[src/rtl/cache_mem_arbiter_if.sv]
// Signal bundle between cache_mem_arbiter, the two-port cache, main memory and the DMA master.
// slave = arbiter side, master = environment (cache, memory, DMA) side.
interface cache_mem_arbiter_if #(
    parameter int ADDR_W = 16,
    parameter int WORD_W = 16,
    parameter int LINE_W = 64
);
    logic              mem_read_m1;
    logic              mem_read_m2;
    logic              mem_write_m2;
    logic [ADDR_W-1:0] mem_address1;
    logic [ADDR_W-1:0] mem_address2;
    logic [WORD_W-1:0] mem_write_data;
    logic              mem_signal;
    logic [LINE_W-1:0] mem_data1;
    logic [LINE_W-1:0] mem_data2;
    logic              br;
    logic              bg;
    logic              m_req;
    logic              m_we;
    logic [ADDR_W-1:0] m_addr;
    logic [WORD_W-1:0] m_wdata;
    logic [LINE_W-1:0] m_rdata;
    logic              m_ack;

    modport slave (
        input  mem_read_m1, mem_read_m2, mem_write_m2, mem_address1, mem_address2,
               mem_write_data, br, m_rdata, m_ack,
        output mem_signal, mem_data1, mem_data2, bg, m_req, m_we, m_addr, m_wdata
    );

    modport master (
        output mem_read_m1, mem_read_m2, mem_write_m2, mem_address1, mem_address2,
               mem_write_data, br, m_rdata, m_ack,
        input  mem_signal, mem_data1, mem_data2, bg, m_req, m_we, m_addr, m_wdata
    );
endinterface

[src/rtl/cache_mem_arbiter.sv]
// Serialises snapshotted cache fills/write-throughs onto one memory port and grants the bus to DMA.
// Optional DMA_FAIR_EN: after a DMA exit, a pending cache request wins over br once.
//
// state | meaning
// IDLE  | waiting; samples br and cache requests
// RD1   | port1 line read outstanding
// RD2   | port2 line read outstanding
// WR2   | port2 word write outstanding
// GAP   | one request-free cycle between ops
// DONE  | mem_signal pulse, lines valid
// DMA   | bus granted to DMA
module cache_mem_arbiter #(
    parameter int ADDR_W = 16,
    parameter int WORD_W = 16,
    parameter int LINE_W = 64
) (
    input logic                clk,
    input logic                reset_n,
    cache_mem_arbiter_if.slave bus
);
    typedef enum logic [2:0] {IDLE, RD1, RD2, WR2, GAP, DONE, DMA} state_t;

    state_t state, next_state;

    logic              f_rd1, f_rd2, f_wr2;
    logic [ADDR_W-1:0] snap_a1, snap_a2;
    logic [WORD_W-1:0] snap_wd;

    logic              v_rd1, v_rd2, v_wr2;
    logic [ADDR_W-1:0] v_a1, v_a2;
    logic [WORD_W-1:0] v_wd;
    logic              r_rd1, r_rd2, r_wr2;
    logic              any_req, cache_wins, op_ack;

    logic              mem_signal_q, bg_q, m_req_q, m_we_q;
    logic [ADDR_W-1:0] m_addr_q;
    logic [WORD_W-1:0] m_wdata_q;
    logic [LINE_W-1:0] data1_q, data2_q;

    logic              mem_signal_d, bg_d, m_req_d, m_we_d;
    logic [ADDR_W-1:0] m_addr_d;
    logic [WORD_W-1:0] m_wdata_d;
    logic [LINE_W-1:0] data1_d, data2_d;

    function automatic state_t first_op(input logic rd1, input logic rd2, input logic wr2);
        if (rd1)      return RD1;
        else if (rd2) return RD2;
        else if (wr2) return WR2;
        else          return DONE;
    endfunction

    // In IDLE the decision is taken on the live inputs; afterwards only the snapshot counts.
    always_comb begin
        if (state == IDLE) begin
            v_rd1 = bus.mem_read_m1;
            v_rd2 = bus.mem_read_m2 & ~bus.mem_write_m2;
            v_wr2 = bus.mem_write_m2;
            v_a1  = bus.mem_address1;
            v_a2  = bus.mem_address2;
            v_wd  = bus.mem_write_data;
        end else begin
            v_rd1 = f_rd1;
            v_rd2 = f_rd2;
            v_wr2 = f_wr2;
            v_a1  = snap_a1;
            v_a2  = snap_a2;
            v_wd  = snap_wd;
        end
        r_rd1   = v_rd1 & (state != RD1);
        r_rd2   = v_rd2 & (state != RD2);
        r_wr2   = v_wr2 & (state != WR2);
        any_req = v_rd1 | v_rd2 | v_wr2;
        op_ack  = bus.m_ack & m_req_q & ((state == RD1) | (state == RD2) | (state == WR2));
    end

`ifdef DMA_FAIR_EN
    logic fair_flag;

    always_ff @(posedge clk or negedge reset_n) begin
        if (!reset_n)                    fair_flag <= 1'b0;
        else if (state == DMA && !bus.br) fair_flag <= 1'b1;
        else if (state == IDLE)           fair_flag <= 1'b0;
    end

    assign cache_wins = any_req & (~bus.br | fair_flag);
`else
    assign cache_wins = any_req & ~bus.br;
`endif

    always_comb begin
        next_state = state;
        case (state)
            IDLE: begin
                if (cache_wins)  next_state = first_op(v_rd1, v_rd2, v_wr2);
                else if (bus.br) next_state = DMA;
            end
            RD1, RD2, WR2: begin
                if (op_ack) next_state = (r_rd1 | r_rd2 | r_wr2) ? GAP : DONE;
            end
            GAP:     next_state = first_op(f_rd1, f_rd2, f_wr2);
            DONE:    next_state = IDLE;
            DMA:     if (!bus.br) next_state = IDLE;
            default: next_state = IDLE;
        endcase
    end

    // Next values of the registered outputs, derived from the state being entered.
    always_comb begin
        m_req_d      = (next_state == RD1) | (next_state == RD2) | (next_state == WR2);
        m_we_d       = (next_state == WR2);
        bg_d         = (next_state == DMA);
        mem_signal_d = (next_state == DONE);
        m_addr_d     = m_addr_q;
        m_wdata_d    = m_wdata_q;
        case (next_state)
            RD1: m_addr_d = {v_a1[ADDR_W-1:2], 2'b00};
            RD2: m_addr_d = {v_a2[ADDR_W-1:2], 2'b00};
            WR2: begin
                m_addr_d  = v_a2;
                m_wdata_d = v_wd;
            end
            default: ;
        endcase
        data1_d = data1_q;
        data2_d = data2_q;
        if (op_ack && state == RD1) data1_d = bus.m_rdata;
        if (op_ack && state == RD2) data2_d = bus.m_rdata;
    end

    always_ff @(posedge clk or negedge reset_n) begin
        if (!reset_n) begin
            state        <= IDLE;
            f_rd1        <= 1'b0;
            f_rd2        <= 1'b0;
            f_wr2        <= 1'b0;
            snap_a1      <= '0;
            snap_a2      <= '0;
            snap_wd      <= '0;
            mem_signal_q <= 1'b0;
            bg_q         <= 1'b0;
            m_req_q      <= 1'b0;
            m_we_q       <= 1'b0;
            m_addr_q     <= '0;
            m_wdata_q    <= '0;
            data1_q      <= '0;
            data2_q      <= '0;
        end else begin
            state        <= next_state;
            mem_signal_q <= mem_signal_d;
            bg_q         <= bg_d;
            m_req_q      <= m_req_d;
            m_we_q       <= m_we_d;
            m_addr_q     <= m_addr_d;
            m_wdata_q    <= m_wdata_d;
            data1_q      <= data1_d;
            data2_q      <= data2_d;
            if (state == IDLE && cache_wins) begin
                f_rd1   <= v_rd1;
                f_rd2   <= v_rd2;
                f_wr2   <= v_wr2;
                snap_a1 <= bus.mem_address1;
                snap_a2 <= bus.mem_address2;
                snap_wd <= bus.mem_write_data;
            end else if (op_ack) begin
                f_rd1 <= r_rd1;
                f_rd2 <= r_rd2;
                f_wr2 <= r_wr2;
            end
        end
    end

    assign bus.mem_signal = mem_signal_q;
    assign bus.bg         = bg_q;
    assign bus.m_req      = m_req_q;
    assign bus.m_we       = m_we_q;
    assign bus.m_addr     = m_addr_q;
    assign bus.m_wdata    = m_wdata_q;
    assign bus.mem_data1  = data1_q;
    assign bus.mem_data2  = data2_q;
endmodule

[src/flat_wrapper.sv]
// flat-port wrapper written by rule: the top's interface ports become plain ports
module cache_mem_arbiter_flat 
#(
    parameter int ADDR_W = 16,
    parameter int WORD_W = 16,
    parameter int LINE_W = 64
)
  (clk, reset_n, bus_mem_read_m1, bus_mem_read_m2, bus_mem_write_m2, bus_mem_address1, bus_mem_address2, bus_mem_write_data, bus_br, bus_m_rdata, bus_m_ack, bus_mem_signal, bus_mem_data1, bus_mem_data2, bus_bg, bus_m_req, bus_m_we, bus_m_addr, bus_m_wdata);
  cache_mem_arbiter_if #(.ADDR_W(ADDR_W), .WORD_W(WORD_W), .LINE_W(LINE_W)) bus_i ();
  input logic clk;
  input logic reset_n;
  input wire logic [$bits(bus_i.mem_read_m1)-1:0] bus_mem_read_m1;
  input wire logic [$bits(bus_i.mem_read_m2)-1:0] bus_mem_read_m2;
  input wire logic [$bits(bus_i.mem_write_m2)-1:0] bus_mem_write_m2;
  input wire logic [$bits(bus_i.mem_address1)-1:0] bus_mem_address1;
  input wire logic [$bits(bus_i.mem_address2)-1:0] bus_mem_address2;
  input wire logic [$bits(bus_i.mem_write_data)-1:0] bus_mem_write_data;
  input wire logic [$bits(bus_i.br)-1:0] bus_br;
  input wire logic [$bits(bus_i.m_rdata)-1:0] bus_m_rdata;
  input wire logic [$bits(bus_i.m_ack)-1:0] bus_m_ack;
  output wire logic [$bits(bus_i.mem_signal)-1:0] bus_mem_signal;
  output wire logic [$bits(bus_i.mem_data1)-1:0] bus_mem_data1;
  output wire logic [$bits(bus_i.mem_data2)-1:0] bus_mem_data2;
  output wire logic [$bits(bus_i.bg)-1:0] bus_bg;
  output wire logic [$bits(bus_i.m_req)-1:0] bus_m_req;
  output wire logic [$bits(bus_i.m_we)-1:0] bus_m_we;
  output wire logic [$bits(bus_i.m_addr)-1:0] bus_m_addr;
  output wire logic [$bits(bus_i.m_wdata)-1:0] bus_m_wdata;
  assign bus_i.mem_read_m1 = bus_mem_read_m1;
  assign bus_i.mem_read_m2 = bus_mem_read_m2;
  assign bus_i.mem_write_m2 = bus_mem_write_m2;
  assign bus_i.mem_address1 = bus_mem_address1;
  assign bus_i.mem_address2 = bus_mem_address2;
  assign bus_i.mem_write_data = bus_mem_write_data;
  assign bus_i.br = bus_br;
  assign bus_i.m_rdata = bus_m_rdata;
  assign bus_i.m_ack = bus_m_ack;
  assign bus_mem_signal = bus_i.mem_signal;
  assign bus_mem_data1 = bus_i.mem_data1;
  assign bus_mem_data2 = bus_i.mem_data2;
  assign bus_bg = bus_i.bg;
  assign bus_m_req = bus_i.m_req;
  assign bus_m_we = bus_i.m_we;
  assign bus_m_addr = bus_i.m_addr;
  assign bus_m_wdata = bus_i.m_wdata;
  cache_mem_arbiter #(.ADDR_W(ADDR_W), .WORD_W(WORD_W), .LINE_W(LINE_W)) u_core (.clk(clk), .reset_n(reset_n), .bus(bus_i));
endmodule
[config.mk]
export PLATFORM = sky130hd
export DESIGN_NAME = cache_mem_arbiter_flat
export DESIGN_NICKNAME = d
export VERILOG_FILES = /design/src/rtl/cache_mem_arbiter_if.sv /design/src/rtl/cache_mem_arbiter.sv /design/src/flat_wrapper.sv
export SDC_FILE = /design/constraint.sdc
export NUM_CORES = 1
export LEC_CHECK = 0
export ABC_AREA = 1
export CAP_MARGIN = 15
export CORE_MARGIN = 3
export CORE_UTILIZATION = 50
export DETAILED_ROUTE_END_ITERATION = 8
export PLACE_DENSITY_LB_ADDON = 0.1
export SYNTH_ARGS = -nofsm -noshare
export SYNTH_HDL_FRONTEND = slang
export SYNTH_SLANG_ARGS = --single-unit
[constraint.sdc]
create_clock -name clk -period 4.2 [get_ports clk]
set_input_delay 0.42 -clock clk [delete_from_list [all_inputs] [get_ports clk]]
set_output_delay 0.42 -clock clk [all_outputs]
set_load 0.1 [all_outputs]
After elaboration in Yosys (flattened, before gate mapping):

Index checks and enable logic that the tools add are counted.

* register bits after elaboration: 218
* bits in latches: 0
* RAM bits: 0
* ROM bits: 0
* bits of input ports: 119
* output and inout port bits: 164
* word-level logic and storage cells: 77
* memories kept: 0

* $add $sub $neg: 0
* $mul: 0
* divide/modulo/power cells: 0
* magnitude comparators: 0
* equality and inequality tests: 13
* shifts and indexed selects: 0
* multiplexer cells: 25
* bitwise logic cells: 17
* reductions and logical operators: 7

Operators by type and width (number)
* two-way mux 16 bit: 3
* one-hot mux 16 bit (3 select lines): 1
* two-way mux 3 bit: 10
* equality test 3 x 2 -> 1 bit (second input constant): 4
* equality test 3 bit (second input constant): 4
* one-hot mux 3 bit (4 select lines): 1
* two-way mux 1 bit: 10
* bitwise OR 1 bit: 8
* AND 1 bit: 7
* equality test 3 x 1 -> 1 bit (second input constant): 2
* != test 3 x 2 -> 1 bit (second input constant): 2
* logical AND 1 bit: 3
* logical NOT 3 bit: 1
* != test 3 x 1 -> 1 bit (second input constant): 1
* nonzero test 3 bit: 1
* OR reduction 3 bit: 1
* NOT 1 bit: 2
* nonzero test 2 bit: 1

Logic depth before layout (Yosys ltp):

Gate-level depths: netlist of run 1.

* depth in word-level cells: 12
* mapped depth: 14
* mapped depth without buffers: 12

Worst setup path after synthesis of run 1:

No wires, ideal clock.

* path kind: flip-flop to flip-flop
* from: register u_core.m_req_q (netlist: u_core.bus.m_req)
* to: register u_core.m_wdata_q[10] (netlist: u_core.bus.m_wdata[10])
* library setup time: 67 ps
* data arrival time: 2018 ps
* required time: 4133 ps
* path slack: 2115 ps
* stages on the path, launching flop included: 12
* path buffers: 1
* clock period less this slack: 2085 ps
* cells stage by stage: dfrtp_1 -> nand2_1 -> inv_1 -> nand2_1 -> nand2_1 -> nor2_4 -> nand2_2 -> inv_4 -> nand2_4 -> buf_6 -> nand2_1 -> nand2_1

* longest elaborated chain between the ends: 5

Ends and longest elaborated chain
* start: declaration: line cache_mem_arbiter.sv:35 `logic mem_signal_q, bg_q, m_req_q, m_we_q;`
* start signal: assignment: line cache_mem_arbiter.sv:151 `m_req_q <= m_req_d;`
* AND 1 bit (2 in a row): line cache_mem_arbiter.sv:73 `op_ack = bus.m_ack & m_req_q & ((state == RD1) | (state == RD2) | (state == WR2));`
* two-way mux 3 bit: line cache_mem_arbiter.sv:98 `if (op_ack) next_state = (r_rd1 | r_rd2 | r_wr2) ? GAP : DONE;`
* one-hot mux 3 bit (4 select lines): line cache_mem_arbiter.sv:92 `case (state)`
* equality test 3 x 2 -> 1 bit: line cache_mem_arbiter.sv:115 `case (next_state)`
* end signal: assignment: line cache_mem_arbiter.sv:154 `m_wdata_q <= m_wdata_d;`
* end: declaration: line cache_mem_arbiter.sv:37 `logic [WORD_W-1:0] m_wdata_q;`

Every way passes these cells.
A chain may end at the register's enable or synchronous reset.

Final worst setup path of run 1:

* from: register u_core.state[2]
* to: register u_core.m_wdata_q[13] (netlist: u_core.bus.m_wdata[13])

* longest elaborated chain between the ends: 9
* elaborated cells on any way between the ends: 35
* classes of those cells: eq/ne (9); mux (13); bitwise (11); reduce/logical (2)

Ends and longest elaborated chain
* start: declaration: line cache_mem_arbiter.sv:23 `state_t state, next_state;`
* start signal: assignment: line cache_mem_arbiter.sv:148 `state <= next_state;`
* logical NOT 3 bit: line cache_mem_arbiter.sv:54, cache_mem_arbiter.sv:92
* two-way mux 1 bit: line cache_mem_arbiter.sv:54 `if (state == IDLE) begin`
* AND 1 bit, on equally long branches: line cache_mem_arbiter.sv:69, cache_mem_arbiter.sv:70
* bitwise OR 1 bit (2 in a row): line cache_mem_arbiter.sv:98
* two-way mux 1 bit: line cache_mem_arbiter.sv:98
* two-way mux 3 bit: line cache_mem_arbiter.sv:98
* one-hot mux 3 bit (4 select lines): line cache_mem_arbiter.sv:92
* equality test 3 x 2 -> 1 bit: line cache_mem_arbiter.sv:115

Parallel ways exist; a longest one is shown, timed or not.

==> results of run 1 <==
[layer usage]
| layer | vias up | global-route usage, % | wire [um] |
|---|---|---|---|
| met5 | - | 0 | 0 |
| met4 | 0 | 6.68 | 587 |
| met3 | 36 | 7.26 | 2190 |
| met2 | 264 | 38.3 | 11200 |
| met1 | 3481 | 30.6 | 9460 |
| li1 | 3775 | - | - |
[registers in the layout, summed over array words and instances, names as in the netlist, 3 cells and up]
register and cells:
u_core.bus.mem_data2 64, u_core.bus.mem_data1 64, u_core.snap_a2 16, u_core.bus.m_wdata 16, u_core.bus.m_addr 16, u_core.snap_wd 16, u_core.state 3, u_core.snap_a1 14
[Yosys cell counts]
cell type / instances
a21oi_1: 2
nand3b_1: 15
nand4_1: 5
nand3_4: 1
o22ai_1: 1
inv_4: 1
nand2_1: 321
nand3_1: 42
nor2_4: 2
nor4_1: 1
o21ai_0: 162
a31o_1: 1
inv_2: 6
nand2_2: 5
buf_1: 1
inv_1: 121
nand2_4: 2
nor2_1: 5
nor2_2: 1
mux2i_1: 14
or2_1: 1
clkbuf_1: 37
o21ai_1: 48
buf_2: 14
a21oi_2: 1
buf_6: 3
buf_4: 3
dfrtp_1: 216
[worst register-to-register path: stages, from the launching register on]
cell and delay, ps:
dfrtp_1 450, inv_2 110, nand2_2 120, buf_4 640, nand2_1 110, nand2_1 150, a21oi_1 90, a21oi_2 240
nand2_2 340, nand2_4 330, nand2_1 110, nand2_1 70
[final cells by class]
cell class | instances | area [um^2] | share of cell area (%)
clock buffers | 31 | 616 | 4.85
clock inverters | 9 | 98.8 | 0.778
inverters | 128 | 483 | 3.80
multi-input cells | 630 | 2930 | 23.1
flip-flops and latches | 216 | 5410 | 42.6
well taps | 225 | 282 | 2.22
repair buffers | 289 | 2890 | 22.7
[through the flow]
step / cells / instance area [um^2]
detailed placement: 1488 / 12000
global route: 1528 / 12700
global placement: 1488 / 12000
finish: 1528 / 12700
floorplan: 1032 / 9070
CTS: 1528 / 12700
[how the worst max path moves through the flow]
stage                                               endpoint  cells after the start
after floorplan           u_core.bus.m_wdata[10]$_DFFE_PN0P_                     11
after global placement     u_core.bus.m_wdata[4]$_DFFE_PN0P_                     12
after detailed placement  u_core.bus.m_wdata[15]$_DFFE_PN0P_                     12
after CTS                 u_core.bus.m_wdata[13]$_DFFE_PN0P_                     11
after global routing           u_core.snap_a2[0]$_DFFE_PN0P_                      8
final                     u_core.bus.m_wdata[13]$_DFFE_PN0P_                     11
[cell families after synthesis]
| group | Yosys count |
|---|---|
| simple gates | 401 |
| flops | 216 |
| compound gates | 215 |
| buf+inv | 186 |
| mux | 14 |
==> flow_summary.yaml, run 1 <==
worst_setup_path:
  regToRegStartpoint: "u_core.state[2]$_DFF_PN0_"
  path_cells: "inv_2, nand2_2, buf_4, nand2_1, nand2_1, a21oi_1, a21oi_2, nand2_2, nand2_4, nand2_1, nand2_1"
  endpoint_kind: "register"
  crit_fanout: 80
  r2r_cells: 11
  criticalPathCategory: "reg2reg"
  max_stage_delay_ps: 640
  r2r_slack_ps: 1360
  critPathMostFrequentCell: "nand2_1"
  path_delay_family: "simple AND/OR/NAND/NOR gates"
  reg2reg_to: "u_core.bus.m_wdata[13]$_DFFE_PN0P_"
  arrival_ps: 3270
  startpoint: "u_core.state[2]$_DFF_PN0_"
  cp_num_buf_inv: 2
  critPathLaunchType: "register"
  critical_path_required_ps: 4630
  slowest_stage: "buf_4"
floorplan:
  row_count: 48
  start_util_pct: 51.7
  die-area_mm2: 0.0198
  pin_count: 283
  die_w_um: 141
  die_y_um: 141
  core_area_mm2: 0.0175
place:
  port_buffers: 280
  hpwlAfterDp_mm: 16.0
  pre_cts_slack_ps: 1370
  place_congestion: 0.831
clock_tree:
  numCtsBuffers: 23
  htreeDepth: 1
  post_cts_buffers: 0
  cts.sinks: 216
  cts_tree: "yes"
  clk_latency_ps: 500
  path_clk_slew_ps: 60
  cts-root-buf: "clkbuf_16"
  clock_path_buffers: 3
  ctsHoldBuffers: 0
  ctsResizeCount: 0
detailed_routing:
  routed_wl_mm: 23.4
  dr_total_vias: 7556
  drcViolationCount: 0
  drt_iter0_drc: 524
  final_antenna_net_count: 0
  dr.pass1.iters: 5
  via_per_inst: 4.95
  wl_per_cell_um: 15.3
yosys:
  synth_area_leader_cell: "dfrtp_1"
  synth_warnings: 0
  synth_simple_gate_area_share_pct: 18.6
  seq_area_frac_synth_pct: 59.6
  syn_area_per_cell_um2: 8.79
  synthXorXnorAreaFrac_pct: 0
  synth_top_family_by_area: "simple AND/OR/NAND/NOR gates"
  ys_seq_elements: 216
  synthMuxAreaShare_pct: 1.54
  yosysUniqueCellTypes: 28
  syn_inst: 1032
  synth_fa_ha_area_share_pct: 0
  syn_area_mm2: 0.00907
  netlist.area_leader.share_pct: 59.6
  synth_compound_area_share_pct: 12.0
  synthTopCellsByArea: "dfrtp_1, nand2_1, o21ai_0"
  syn-num-nets: 1151
timing:
  whs_ps: 44.3
  worst_pin_slew_ps: 1110
  min_period_ps: 2840
  fin_skew_ps: 9.50
  drv_slew: 0
  setup-tns-final_ps: 0
  hold_viol: 0
  worst_slack_ps: 1360
  rsz0062_at_grt: "false"
  max_freq_ghz: 0.353
  finalCritPeriodShare_pct: 67.5
  max-slew-margin-rel_pct: 25.7
  finalSetupViolCount: 0
final_layout:
  fin_nets: 1407
  layout-drive-gt1-share_pct: 4.91
  syn2layout_area_growth_pct: 40.0
  mostFrequentLayoutCells: "nand2_1, clkdlybuf4s50_1, dfrtp_1, o21ai_0, inv_1"
  final_core_util_pct: 72.4
  final_common_cell: "nand2_1"
  diodes: 0
  fillers: 1339
global_routing:
  grt_pass1_wl_mm: 38.1
  grt_pass1_vias: 7453
  grt_max_degree: 129
  grt_util_all_layers_pct: 23.5
  grt_overflow_total: 0
  antenna_found_initial: 0
run:
  maxCapViolCount: 0
min_path:
  hold_class: "in2async"
status:
  status: "finished clean"
Power of run 1 is left out: the tool's default activity adds up to more than one toggle a clock period on the data nets, which glitch-free logic cannot reach.
==> run 2, diff against run 1 <==
--- a/config.mk
+++ b/config.mk
@@ -8,7 +8,7 @@
 export ABC_AREA = 1
 export CAP_MARGIN = 15
 export CORE_MARGIN = 3
-export CORE_UTILIZATION = 50
+export CORE_UTILIZATION = 42
 export DETAILED_ROUTE_END_ITERATION = 8
 export PLACE_DENSITY_LB_ADDON = 0.1
 export SYNTH_ARGS = -nofsm -noshare
==> constraint.sdc (replaced) <==
create_clock -name clk -period 2.4 [get_ports clk]
set_input_delay 0.24 -clock clk [delete_from_list [all_inputs] [get_ports clk]]
set_output_delay 0.24 -clock clk [all_outputs]
set_load 0.1 [all_outputs]
==> flow_summary.yaml, run 2 (synthesis gave the netlist of run 1 again) <==
final_layout:
  fin_nets: 1419
  fillers: 1945
  multiInputGateArea_mm2: 0.00294
  final_core_util_pct: 59.6
  layout-drive-gt1-share_pct: 18.9
  final_common_cell: "nand2_1"
  regArea_mm2: 0.00541
  syn2layout_area_growth_pct: 38.9
  final_area_mm2: 0.0126
  mostFrequentLayoutCells: "nand2_1, dfrtp_1, buf_4, o21ai_0, inv_1"
clock_tree:
  numCtsBuffers: 25
  cts-root-buf: "clkbuf_16"
  clk_latency_ps: 510
  htreeDepth: 1
  post_cts_buffers: 0
  path_clk_slew_ps: 60
  cts.sinks: 216
  clock_path_buffers: 3
  cts_tree: "yes"
worst_setup_path:
  endpoint_kind: "register"
  startpoint: "u_core.state[0]$_DFF_PN0_"
  criticalPathCategory: "reg2reg"
  critPathLaunchType: "register"
  critical_path_required_ps: 2790
  slowest_stage: "dfrtp_1"
  crit_fanout: 10
  path_cells: "nor2_4, nand2_2, nand2_1, nand2_1, nand3_1, nand2_1, nand2_2, nand2_4, buf_4, nand2_1, nand2_1, nand3_1, nand2_1"
  arrival_ps: 2520
  critPathMostFrequentCell: "nand2_1"
  max_stage_delay_ps: 440
  regToRegStartpoint: "u_core.state[0]$_DFF_PN0_"
detailed_routing:
  drcViolationCount: 0
  dr.pass1.iters: 5
  via_per_inst: 4.71
  final_antenna_net_count: 0
  routed_wl_mm: 23.4
  wl_per_cell_um: 14.7
  drt_iter0_drc: 463
  dr_total_vias: 7515
timing:
  min_period_ps: 2130
  hold_viol: 0
  setup-tns-final_ps: 0
  rsz0062_at_grt: "false"
  finalCritPeriodShare_pct: 88.6
  max_freq_ghz: 0.470
  max-slew-margin-rel_pct: 59.7
  worst_pin_slew_ps: 605
  worst_slack_ps: 274
  fin_skew_ps: 15.4
  drv_slew: 0
  finalSetupViolCount: 0
floorplan:
  row_count: 53
  pin_count: 283
  die-area_mm2: 0.0234
  core_area_mm2: 0.0212
  start_util_pct: 42.9
  die_w_um: 153
  die_y_um: 153
global_routing:
  grt_pass1_vias: 7118
  grt_pass1_wl_mm: 38.0
  grt_util_all_layers_pct: 19.6
  grt_overflow_total: 0
  grt_max_degree: 129
  antenna_found_initial: 2
place:
  port_buffers: 280
  hpwlAfterDp_mm: 16.5
  place_congestion: 0.862
  post_dp_cell_area_mm2: 0.0118
  pre_cts_slack_ps: 180
run:
  maxCapViolCount: 0
min_path:
  hold_class: "in2async"
status:
  status: "finished clean"
## run 2: cell types whose count changed in the layout (fill, tap and decap cells not counted), moves of 2 or more
| cell | change |
|---|---|
| inv_8 | +2 |
| clkbuf_8 | +2 |
| clkbuf_16 | +2 |
| clkdlybuf4s50_1 | -164 |
| buf_4 | +168 |
| buf_12 | +5 |
| clkinv_2 | +6 |
| clkbuf_1 | -5 |
## run 2: path summary, 6_finish.rpt
path | end | slack [ps] | depth (start not counted)
setup reg to reg | u_core.bus.m_addr[6]$_DFFE_PN0P_ | 270 | 13
max in group asynchronous | u_core.bus.mem_data1[62]$_DFFE_PN0P_ | 1490 | 3
hold reg to reg | u_core.bus.m_wdata[2]$_DFFE_PN0P_ | 470 | 2
setup / recovery | u_core.bus.m_addr[6]$_DFFE_PN0P_ | 270 | 13
min in group clk | u_core.snap_wd[11]$_DFFE_PN0P_ | 290 | 3
hold / removal | u_core.bus.m_addr[6]$_DFFE_PN0P_ | 260 | 2
## run 2: layout make-up
type | instances | share of cell area (%)
clock inverters | 15 | 0.874
clock buffers | 31 | 5.46
repair buffers | 299 | 20.8
inverters | 128 | 3.87
well taps | 275 | 2.73
multi-input cells | 630 | 23.4
flip-flops and latches | 216 | 42.9
diodes | 1 | 0.0199
## run 2: through the flow
step | instances | hold slack [ps]
final | 1595 | 259
after CTS | 1594 | 258
after global routing | 1595 | 272
after global placement | 1547 | 201
after floorplan | 1032 | -55.6
after detailed placement | 1547 | 200
## run 2: worst max-delay path: cells and delay by family, from the launching register on
family / cells / cell delay (ps)
buffers and inverters: 1 / 200
DFF: 1 / 440
and+or+nand+nor: 12 / 1370
## run 2: routing by layer
metal	global-route usage, %	wire length, um	up-vias
li1	-	-	3796
met1	27.6	10300	3436
met2	30.1	10600	246
met3	5.49	1870	35
met4	5.56	622	2
met5	0	13	-
## run 2: repair_timing
| item | CTS | global route |
|---|---|---|
| endpoints found under the hold margin | 48 | 0 |
| setup endpoints to repair | 0 | 20 |
| hold buffers | 1 | 0 |
| resized for setup | 0 | 4 |
Power of run 2 is left out for the same reason.
==> run 3, diff against run 2 <==
--- a/config.mk
+++ b/config.mk
@@ -6,7 +6,7 @@
 export NUM_CORES = 1
 export LEC_CHECK = 0
 export ABC_AREA = 1
-export CAP_MARGIN = 15
+export CAP_MARGIN = 30
 export CORE_MARGIN = 3
 export CORE_UTILIZATION = 42
 export DETAILED_ROUTE_END_ITERATION = 8
@@ -14,3 +14,4 @@
 export SYNTH_ARGS = -nofsm -noshare
 export SYNTH_HDL_FRONTEND = slang
 export SYNTH_SLANG_ARGS = --single-unit
+export TNS_END_PERCENT = 5
==> flow_summary.yaml, run 3 (synthesis gave the netlist of run 1 again) <==
detailed_routing:
  dr.pass1.iters: 5
  drt_iter0_drc: 478
  final_antenna_net_count: 0
  routed_wl_mm: 23.5
  via_per_inst: 4.70
  wl_per_cell_um: 14.7
  drcViolationCount: 0
  dr_total_vias: 7501
timing:
  worst_pin_slew_ps: 596
  finalCritPeriodShare_pct: 88.7
  finalSetupViolCount: 0
  fin_skew_ps: 15.5
  min_period_ps: 2130
  setup-tns-final_ps: 0
  rsz0062_at_grt: "false"
  hold_viol: 0
  worst_slack_ps: 271
  drv_slew: 0
  max-slew-margin-rel_pct: 60.3
  max_freq_ghz: 0.470
final_layout:
  layout-drive-gt1-share_pct: 18.9
  mostFrequentLayoutCells: "nand2_1, dfrtp_1, buf_4, o21ai_0, inv_1"
  final_common_cell: "nand2_1"
  fin_nets: 1419
  syn2layout_area_growth_pct: 38.9
  final_area_mm2: 0.0126
place:
  place_congestion: 0.862
  port_buffers: 280
  post_dp_cell_area_mm2: 0.0118
  pre_cts_slack_ps: 180
  hpwlAfterDp_mm: 16.5
clock_tree:
  cts_tree: "yes"
  clk_latency_ps: 510
  path_clk_slew_ps: 60
  cts-root-buf: "clkbuf_16"
  cts.sinks: 216
  numCtsBuffers: 25
  clock_path_buffers: 3
  htreeDepth: 1
  post_cts_buffers: 0
status:
  status: "finished clean"
worst_setup_path:
  crit_fanout: 10
  criticalPathCategory: "reg2reg"
  startpoint: "u_core.state[0]$_DFF_PN0_"
  critical_path_required_ps: 2790
  critPathLaunchType: "register"
  regToRegStartpoint: "u_core.state[0]$_DFF_PN0_"
  arrival_ps: 2520
  endpoint_kind: "register"
run:
  maxCapViolCount: 0
global_routing:
  grt_pass1_wl_mm: 38.0
  grt_max_degree: 129
  grt_util_all_layers_pct: 19.6
  antenna_found_initial: 2
  grt_overflow_total: 0
  grt_pass1_vias: 7118
floorplan:
  row_count: 53
  die_y_um: 153
  die-area_mm2: 0.0234
  core_area_mm2: 0.0212
  pin_count: 283
  start_util_pct: 42.9
  die_w_um: 153
min_path:
  hold_class: "in2async"
## run 3: cell counts in the layout (fill, tap and decap cells not counted)
No cell type changed its count.
## run 3: layout make-up
type | count | area (um^2)
Sequential cell | 216 | 5410
Tap cell | 275 | 344
Inverter | 128 | 488
Fill cell | 1945 | 8550
Antenna cell | 1 | 2.50
Multi-Input combinational cell | 630 | 2940
Timing Repair Buffer | 299 | 2620
Clock buffer | 31 | 688
Clock inverter | 15 | 110
## run 3: worst paths after layout
path,depth (start not counted),end,slack (ps)
worst min-delay path,2,u_core.bus.m_addr[6]$_DFFE_PN0P_,260
worst max-delay path,13,u_core.bus.m_addr[6]$_DFFE_PN0P_,270
min in group clk,3,u_core.snap_wd[11]$_DFFE_PN0P_,290
max in group asynchronous,3,u_core.bus.mem_data1[62]$_DFFE_PN0P_,1500
worst min register to register,2,u_core.bus.m_wdata[2]$_DFFE_PN0P_,470
worst max register to register,13,u_core.bus.m_addr[6]$_DFFE_PN0P_,270
## run 3: critical path, stage by stage, from the launching register on
cell	delay [ps]
dfrtp_1	450
nor2_4	210
nand2_2	140
nand2_1	130
nand2_1	110
nand3_1	100
nand2_1	60
nand2_2	190
nand2_4	130
buf_4	200
nand2_1	90
nand2_1	50
nand3_1	80
nand2_1	60
## run 3: what timing repair did
item	4_1_cts	5_1_grt
endpoints found under the hold margin	48	0
gates resized for setup	0	4
hold buffers	1	0
setup endpoints to repair	0	20
## run 3: layer usage
| metal | wire length (um) | GRT usage [%] | vias to the layer above |
|---|---|---|---|
| li1 | - | - | 3796 |
| met1 | 10300 | 27.6 | 3414 |
| met2 | 10700 | 30.1 | 254 |
| met3 | 1880 | 5.49 | 35 |
| met4 | 622 | 5.56 | 2 |
| met5 | 13 | 0 | - |
## run 3: through the flow
stage / std cells / utilization [%] / hold slack (ps)
after floorplan: 1032 / - / -55.6
after global placement: 1547 / 55.7 / 201
after detailed placement: 1547 / 55.7 / 200
after CTS: 1594 / 59.5 / 258
after global routing: 1595 / 59.6 / 272
final: 1595 / 59.6 / 258
Power of run 3 is left out for the same reason.
